===== src/rtl/demux_flit_route_ctrl.sv =====
// Wormhole route controller for a 1x4 flit demux: head decode, path lock and per-output credits.
// Define ROUTE_CTRL_STATS_EN to add per-port completed-packet counters on pktCount.
module demux_flit_route_ctrl #(
    parameter int flitWidth   = 14,
    parameter int creditDepth = 4,
    parameter int creditWidth = 3
) (
    input  logic                 clk,
    input  logic                 rstN,
    input  logic                 inValid,
    output logic                 inReady,
    input  logic [flitWidth-1:0] inputFlit,
    output logic [1:0]           select,
    output logic [flitWidth-1:0] outFlit,
    output logic [3:0]           outValid,
    input  logic [3:0]           creditReturn,
    output logic                 busy
`ifdef ROUTE_CTRL_STATS_EN
    ,
    output logic [63:0]          pktCount
`endif
);
    typedef enum logic {IDLE, LOCKED} state_t;
    typedef enum logic [1:0] {
        BODY   = 2'b00,
        HEAD   = 2'b01,
        TAIL   = 2'b10,
        SINGLE = 2'b11
    } flit_type_t;

    localparam logic [creditWidth-1:0] CreditFull = creditWidth'(creditDepth);
    localparam logic [creditWidth-1:0] CreditOne  = creditWidth'(1);

    state_t                 state, state_next;
    logic [1:0]             locked_port, locked_port_next;
    logic [creditWidth-1:0] credit [4];
    flit_type_t             flit_type;
    logic [1:0]             dest;
    logic [1:0]             xfer_port;
    logic                   ready;
    logic                   xfer;
    logic [3:0]             take;

    assign flit_type = flit_type_t'(inputFlit[flitWidth-1 -: 2]);
    assign dest      = inputFlit[1:0];

    // NOTE: every signal written here gets a default first so no path through the case infers a latch.
    always_comb begin
        state_next       = state;
        locked_port_next = locked_port;
        xfer_port        = dest;
        ready            = 1'b0;
        case (state)
            IDLE: begin
                // Body/tail flits here are a protocol error and are simply left unconsumed.
                ready = inValid && (flit_type == HEAD || flit_type == SINGLE)
                        && (credit[dest] != '0);
                if (ready && flit_type == HEAD) begin
                    state_next       = LOCKED;
                    locked_port_next = dest;
                end
            end
            LOCKED: begin
                // Any non-tail flit, including a stray head or single, continues the locked packet.
                xfer_port = locked_port;
                ready     = inValid && (credit[locked_port] != '0);
                if (ready && flit_type == TAIL) begin
                    state_next = IDLE;
                end
            end
            default: state_next = IDLE;
        endcase
    end

    assign inReady = ready;
    assign xfer    = ready;
    assign take    = xfer ? (4'b0001 << xfer_port) : 4'b0000;
    assign busy    = (state == LOCKED);

    // NOTE: sequential state uses non-blocking assignments so every flop samples pre-edge values.
    always_ff @(posedge clk or negedge rstN) begin
        if (!rstN) begin
            state       <= IDLE;
            locked_port <= '0;
            select      <= '0;
            outFlit     <= '0;
            outValid    <= '0;
        end else begin
            state       <= state_next;
            locked_port <= locked_port_next;
            outValid    <= take;
            if (xfer) begin
                select  <= xfer_port;
                outFlit <= inputFlit;
            end
        end
    end

    // NOTE: the credit array is plain flops, not RAM, so every entry is reset to a full window.
    always_ff @(posedge clk or negedge rstN) begin
        if (!rstN) begin
            for (int i = 0; i < 4; i++) credit[i] <= CreditFull;
        end else begin
            for (int i = 0; i < 4; i++) begin
                if (take[i] && !creditReturn[i]) begin
                    credit[i] <= credit[i] - CreditOne;
                end else if (!take[i] && creditReturn[i] && credit[i] != CreditFull) begin
                    credit[i] <= credit[i] + CreditOne;
                end
            end
        end
    end

`ifdef ROUTE_CTRL_STATS_EN
    logic [15:0] pkt_cnt [4];
    logic        pkt_end;

    // A packet completes on a single in IDLE or a tail in LOCKED.
    assign pkt_end = (state == IDLE && flit_type == SINGLE) || (state == LOCKED && flit_type == TAIL);

    always_ff @(posedge clk or negedge rstN) begin
        if (!rstN) begin
            for (int i = 0; i < 4; i++) pkt_cnt[i] <= '0;
        end else begin
            for (int i = 0; i < 4; i++) begin
                if (take[i] && pkt_end && pkt_cnt[i] != 16'hFFFF) begin
                    pkt_cnt[i] <= pkt_cnt[i] + 16'd1;
                end
            end
        end
    end

    assign pktCount = {pkt_cnt[3], pkt_cnt[2], pkt_cnt[1], pkt_cnt[0]};
`endif

endmodule


===== config.mk =====
export PLATFORM = sky130hd
export DESIGN_NAME = demux_flit_route_ctrl
export DESIGN_NICKNAME = d
export VERILOG_FILES = /design/src/rtl/demux_flit_route_ctrl.sv
export SDC_FILE = /design/constraint.sdc
export NUM_CORES = 1
export LEC_CHECK = 0
export CAP_MARGIN = 20
export CELL_PAD_IN_SITES_DETAIL_PLACEMENT = 1
export CELL_PAD_IN_SITES_GLOBAL_PLACEMENT = 1
export CORE_ASPECT_RATIO = 2
export CORE_MARGIN = 4
export CORE_UTILIZATION = 42
export DETAILED_ROUTE_END_ITERATION = 10
export PLACE_DENSITY = 0.8
export SYNTH_ARGS = -nofsm -noshare
export SYNTH_HDL_FRONTEND = slang
export SYNTH_SLANG_ARGS = --single-unit
export TNS_END_PERCENT = 100

===== constraint.sdc =====
create_clock -name clk -period 5.66 [get_ports clk]
set_input_delay 1.132 -clock clk [delete_from_list [all_inputs] [get_ports clk]]
set_output_delay 1.132 -clock clk [all_outputs]
set_load 0.1 [all_outputs]

# Word-level counts from Yosys, hierarchy flattened
# Cells that the tools add are included.
word_totals:
  register_bits: 35
  latch_bits: 0
  ramBits: 0
  mem_bits_ro: 0
  in_bits: 21
  output_inout_bits: 22
  memories: 0
classes:
  n_addsub: 8
  multipliers: 0
  div_mod_pow: 0
  n_lt_le_gt_ge: 2
  n_eq_ne: 7
  n_shift: 1
  n_mux: 20
  bitwise: 3
  reduce_logical: 33
op_table:
  columns: ["cell", "n"]
  rows:
  - ["2-to-1 mux 3 bit", 12]
  - ["logical AND 1 bit", 17]
  - ["adder 3 x 1 -> 3 bit (second input constant)", 4]
  - ["binary-select mux 3 bit (select 2 bit)", 2]
  - ["!= test 3 bit (second input constant)", 4]
  - ["subtractor 3 x 1 -> 3 bit (second input constant)", 4]
  - ["logical NOT 1 bit", 8]
  - ["nonzero test 2 bit", 4]
  - ["greater-or-equal comparator 3 bit (second input constant)", 2]
  - ["NOT 2 -> 3 bit", 2]
  - ["nonzero test 3 bit", 2]
  - ["== test 2 bit (second input constant)", 2]
  - ["2-to-1 mux 4 bit", 1]
  - ["one-hot mux 1 bit (2 select lines)", 2]
  - ["left shift 1 x 2 -> 4 bit (first input constant)", 1]
  - ["== test 2 x 1 -> 1 bit (second input constant)", 1]
  - ["2-to-1 mux 1 bit", 2]
  - ["2-to-1 mux 2 bit", 1]
  - ["AND reduction 2 bit", 1]
  - ["logical OR 1 bit", 1]
  - ["NOT 1 bit", 1]

# Longest topological paths before layout
# Gate-level depths: netlist (run 1).
logic_depth:
  word_depth: 13
  mapped_depth: 10

# Least setup slack after synthesis (run 1)
# No wires, ideal clock.
synth_timing:
  path_kind: "input port to output port"
  from: "in inputFlit[1]"
  to: "out inReady"
  arrival_time_ps: 2880
  t_required_ps: 4528
  setup_slack_ps: 1648
  cell_stages: 8
  path_buffers: 3
  path_cell_list: "clkbuf_1 nor4_1 a211oi_1 nor2_1 and2_4 buf_8 buf_12 inv_1"
synth_between:
  elab_chain_cells: 7
synth_lines:
  columns: ["item", "line_no", "rtl"]
  rows:
  - ["from (decl)", "12", "input logic [flitWidth-1:0] inputFlit,"]
  - ["NOT 2 -> 3 bit (implied by the code)", "57", "&& (credit[dest] != '0);"]
  - ["binary-select mux 3 bit (select 2 bit)", "57", null]
  - ["2-to-1 mux 3 bit (implied by the code) (2 in a row)", "57", null]
  - ["nonzero test 3 bit", "57", null]
  - ["logical AND 1 bit", "57", null]
  - ["one-hot mux 1 bit (2 select lines)", "53", "case (state)"]
  - ["to (decl)", "11", "output logic inReady,"]
# Every way passes these cells. The select of a mux whose other input is x is not followed.

# Final worst setup path (run 1)
# Ends and elaborated chain as after synthesis.

==> results.json, run 1 <==
{
  "netlist_instances": 183,
  "cp_max_fo": 15,
  "clockBufferDepth": 2,
  "cts_resized": 0,
  "fin_crit_ps": 4250,
  "dp_cells": 277,
  "coreArea_um2": 4600,
  "min_period_over_period_pct": 75.1,
  "synth-compound-area-share_pct": 18.7,
  "start_util_pct": 43.7,
  "drtAntennaViolNets": 0,
  "grt_pass1_vias": 1804,
  "via_per_inst": 5.70,
  "critPathKind": "primary input to output port",
  "async_flop_share_pct": 100,
  "drive_gt1_share_pct": 16.1,
  "cts_tree": "yes",
  "drv_cap": 0,
  "setup_viol": 0,
  "fill_cells": 500,
  "rows": 35,
  "synth_cell_type_count": 45,
  "synthTopCellsByArea": "dfrtp_1 39%, mux2_4 6.7%, dfstp_2 5.2%, mux2_2 4.5%, fa_1 4.0%",
  "rsz0062_at_grt": "false",
  "synth_ff_type": "dfrtp_1",
  "grt_pass1_wl_um": 8960,
  "synth_area_leader_cell": "dfrtp_1",
  "synthToLayoutAreaGrowth_pct": 27.5,
  "fin_cells": 285,
  "clkLatencyLatePin_ps": 280,
  "final_nets": 254,
  "synth_mux_area_share_pct": 14.1,
  "seq_area_frac_synth_pct": 43.9,
  "ioPinCount": 43,
  "status": "completed",
  "slew_violations": 0,
  "cts_sinks": 35,
  "dr.pass1.iters": 4,
  "synth_top_family_by_area": "compound AO/OA/AOI/OAI gates",
  "critical_path_required_ps": 4530,
  "yosys.area_share.xor_xnor_pct": 1.74,
  "clk_pin_slew_ps": 70,
  "syn_nets": 208,
  "via_count": 1625,
  "track_usage_pct": 19.0,
  "grt_antenna_before_repair": 0,
  "final_util_pct": 55.7,
  "avgRoutedWirePerCell_um": 18.4,
  "max_freq_mhz": 235,
  "syn_area_um2": 2010,
  "slew_headroom_pct": 33.3,
  "startpoint_type": "primary input",
  "regArea_um2": 881,
  "syn_area_per_cell_um2": 11.0,
  "clockRootBuffer": "clkbuf_8",
  "timing.setup.tns_ps": 0,
  "synth_top_area_share_pct": 38.6,
  "die_width_um": 56.9,
  "worst_pin_slew_ps": 998,
  "gp_congestion": 0.878,
  "ys_seq_elements": 35,
  "synth_fa_ha_area_share_pct": 3.99,
  "hold_viol_final": 0,
  "ff2ff_setup_slack_ps": 2980,
  "hold_class": "flop to flop",
  "yosys.area_share.simple_pct": 12.3,
  "synth_edf_count": 0,
  "skew_ps": 11.2,
  "grt_max_degree": 36,
  "cts_buffers": 5,
  "die_h_um": 106,
  "routed_wirelength_um": 5250,
  "arrival_ps": 3120,
  "ys_warn_count": 0,
  "multi_input_area_um2": 1020,
  "cts_hold_buf": 0,
  "portBuffers": 42,
  "drcViolationCount": 0,
  "grt-ovfl-total": 0,
  "design.die.area_um2": 6020,
  "insertedDiodeCount": 0,
  "post-cts-setup-buffers": 0,
  "drtIter0Drc": 37,
  "dp_hpwl_um": 4160,
  "cp-end-kind": "output port",
  "cts-htree-levels": 2
}
[cells by family after synthesis]
kind of cell               after synthesis
AOI/OAI and AO/OA                       54
adders and majority gates                4
DFF                                     35
and+or+nand+nor                         45
muxes                                   20
buffers and inverters                   21
xor gates and xnor gates                 4
[metal layers]
metal / GRT usage (%) / part of all wire (%)
met1: 19.6 / 36
met2: 36.1 / 57
met3: 3.19 / 3.7
met4: 7.46 / 2.7
met5: 0 / 0
[flip-flops by register name, indices dropped and copies added, names as in the netlist]
register     cells
outFlit         14
credit          12
outValid         4
locked_port      2
select           2
busy             1
[cell type report]
type                       count  share of cell area (%)
clock buffer                   8                    3.91
multi-input combinational    127                    39.9
timing repair buffer          43                    16.6
inverter                      17                    2.49
tap                           55                    2.69
sequential                    35                    34.4
[layout by cell type, fill, tap and decap left out, types with 2 or more instances in the layout]
cell type and instances:
clkdlybuf4s50_1 41, dfrtp_1 31, inv_1 17, nand2_1 14
a21oi_1 13, nor2_1 9, mux2_4 9, mux2_2 8
o21ai_0 7, a21o_1 7, clkbuf_8 7, nor3_1 5
a211oi_1 5, a211o_1 4, xnor2_1 4, a22oi_1 4
fa_1 4, dfstp_2 4, or3_1 3, o32a_1 2
nor4b_1 2, o31a_1 2, and3_1 2, o21a_1 2
o2111ai_1 2, buf_4 2
[worst paths after layout]
check                             start           to  cells past startpoint
hold reg to reg             outFlit[12]  outFlit[12]                      1
setup / recovery           inputFlit[1]      inReady                      7
hold / removal              outFlit[12]  outFlit[12]                      1
max in group asynchronous          rstN    credit[8]                      2
setup reg to reg                   busy   credit[11]                      8
min in group asynchronous          rstN   credit[10]                      2
[cell usage after synthesis, drive strengths merged (5+ instances only)]
cell type and n:
mux2 17, inv 17, a211oi 5, o21ai 7, nand2 14, dfrtp 31
a21o 7, nor2 9, a21oi 13, nor3 5
[stage by stage]
step	hold slack [ps]	worst slack [ps]	area [um^2]
after CTS	510	1380	2560
after floorplan	492	1650	2010
after global placement	491	1480	2460
final	506	1410	2560
after detailed placement	494	1380	2460
after global routing	529	1200	2560
[critical path, stage by stage]
cell,delay [ps]
clkdlybuf4s50_1,580
nor4_1,320
a211oi_1,100
nor2_1,310
and2_4,380
inv_1,70
buf_4,230
Power of run 1 is left out: the tool's default activity adds up to more than one toggle a clock period on the data nets, which glitch-free logic cannot reach.
==> run 2: changes to the inputs <==
- CORE_UTILIZATION: 42 -> 39
- PLACE_DENSITY: 0.8 -> 0.75
- clock period: 5.66 -> 4.2 ns (I/O delays scaled with it)
==> run 2 against run 1 <==
- worst setup slack got worse by 940 ps
- final cell count is 1.1% higher
- hold slack gained 0.54 ps
- critical path depth unchanged
- die area increased by 6.8%
- clock skew is 8.0 ps lower
- non-clock buffer count increased by 2
- critical path type unchanged
- highest routed layer unchanged
==> results.json, run 2 (synthesis gave the netlist of run 1 again) <==
{
  "status": "completed",
  "clk_pin_slew_ps": 70,
  "cts_hold_buf": 0,
  "rsz0062_at_grt": "false",
  "endpoint": "inReady",
  "design.die.area_um2": 6430,
  "portBuffers": 42,
  "startpoint_type": "primary input",
  "cts_tree": "yes",
  "hold_viol_final": 0,
  "arrival_ps": 2890,
  "rr_worst_depth": 8,
  "setup_viol": 0,
  "holdWs_ps": 507,
  "timing.setup.tns_ps": 0,
  "grt_max_degree": 36,
  "cts_resized": 0,
  "dr.pass1.iters": 4,
  "startpoint": "inputFlit[1]",
  "cts_buffers": 5,
  "cts_sinks": 35,
  "grt-ovfl-total": 0,
  "routed_wirelength_um": 4830,
  "skew_ps": 3.23,
  "grtUsageMet2_pct": 31.5,
  "drcViolationCount": 0,
  "die_width_um": 58.7,
  "dp_hpwl_um": 3750,
  "track_usage_pct": 16.3,
  "slew_violations": 0,
  "avgRoutedWirePerCell_um": 16.8,
  "cp-end-kind": "output port",
  "synthToLayoutAreaGrowth_pct": 28.1,
  "hold_class": "flop to flop",
  "grt_antenna_before_repair": 0,
  "grt_pass1_vias": 1723,
  "largest_registers": "outFlit: 14 flops, credit: 12 flops, outValid: 4 flops",
  "slew_headroom_pct": 32.6,
  "via_per_inst": 5.57,
  "final_common_cell": "clkdlybuf4s50_1",
  "die_h_um": 109,
  "post-cts-setup-buffers": 0,
  "regMostFlops": "outFlit",
  "worst_pin_slew_ps": 1010,
  "critPathKind": "primary input to output port",
  "cts-htree-levels": 2,
  "ff2ff_setup_slack_ps": 1720,
  "critical_path_required_ps": 3360,
  "drv_cap": 0,
  "via_count": 1605,
  "clkLatencyLatePin_ps": 280,
  "drtAntennaViolNets": 0,
  "clockBufferDepth": 2,
  "coreArea_um2": 4950,
  "largest_reg_flops": 14,
  "min_period_over_period_pct": 88.9,
  "gr-usage-met1_pct": 16.3,
  "insertedDiodeCount": 0,
  "fin_crit_ps": 3730,
  "fill_cells": 560,
  "top_usage_layer": "met2",
  "start_util_pct": 40.5,
  "final_cell_mix": "40 x clkdlybuf4s50_1, 31 x dfrtp_1, 17 x inv_1",
  "ioPinCount": 43,
  "max_freq_mhz": 268,
  "grtUsageMet3_pct": 2.23,
  "grt_pass1_wl_um": 8130,
  "r2r-start": "busy",
  "cp_max_fo": 15,
  "drtIter0Drc": 22,
  "drive_gt1_share_pct": 17.3,
  "final_nets": 256,
  "fin_area_um2": 2570,
  "timing.rr.end": "credit[8]",
  "rows": 36,
  "clockRootBuffer": "clkbuf_8",
  "gp_congestion": 0.771,
  "place_area_um2": 2480
}
## run 2: changes by cell type in the layout (fill, tap and decap cells not counted), sizes merged
cell / change
clkinv: +1
buf: +3
clkdlybuf4s50: -1
clkbuf: -2
## run 2: worst max-delay path, stage by stage
cell	delay [ps]
clkdlybuf4s50_1	580
nor4_1	400
a211oi_1	120
nor2_1	280
and2_4	370
inv_1	120
buf_12	180
## run 2: metal layers
layer / share of wire [%] / vias up
li1: - / 768
met1: 36 / 785
met2: 57 / 42
met3: 4.4 / 10
met4: 2.4 / 0
met5: 0 / -
## run 2: final cells by class
class / instances / area [um^2] / share of cell area (%)
multi-input combinational: 127 / 1020 / 39.7
sequential: 35 / 881 / 34.2
timing repair buffer: 45 / 448 / 17.4
clock buffer: 6 / 82.6 / 3.21
tap: 57 / 71.3 / 2.77
inverter: 17 / 63.8 / 2.48
clock inverter: 1 / 5.00 / 0.195
## run 2: through the flow
stage	std cells	util, %	setup WS, ps
6_report	288	51.9	468
5_1_grt	288	51.9	298
4_1_cts	288	51.9	446
3_5_place_dp	281	50.2	514
3_3_place_gp	281	50.2	578
2_1_floorplan	183	-	772
## run 2: worst min path at each step
stage,startpoint,endpoint,slack [ps],cells past startpoint
final,outFlit[1],outFlit[1],510,1
after global placement,outFlit[1],outFlit[1],490,1
after floorplan,credit[6],credit[6],490,1
after detailed placement,outFlit[5],outFlit[5],490,1
after CTS,outFlit[1],outFlit[1],510,1
after global routing,outFlit[3],outFlit[3],520,1
Power of run 2 is left out for the same reason.
==> run 3: changes to the inputs <==
- CTS_CLUSTER_SIZE: unset -> 16
==> results of run 3 <==
The final DEF is identical to that of run 2; final timing and power are the same.
Power of run 3 is left out for the same reason.
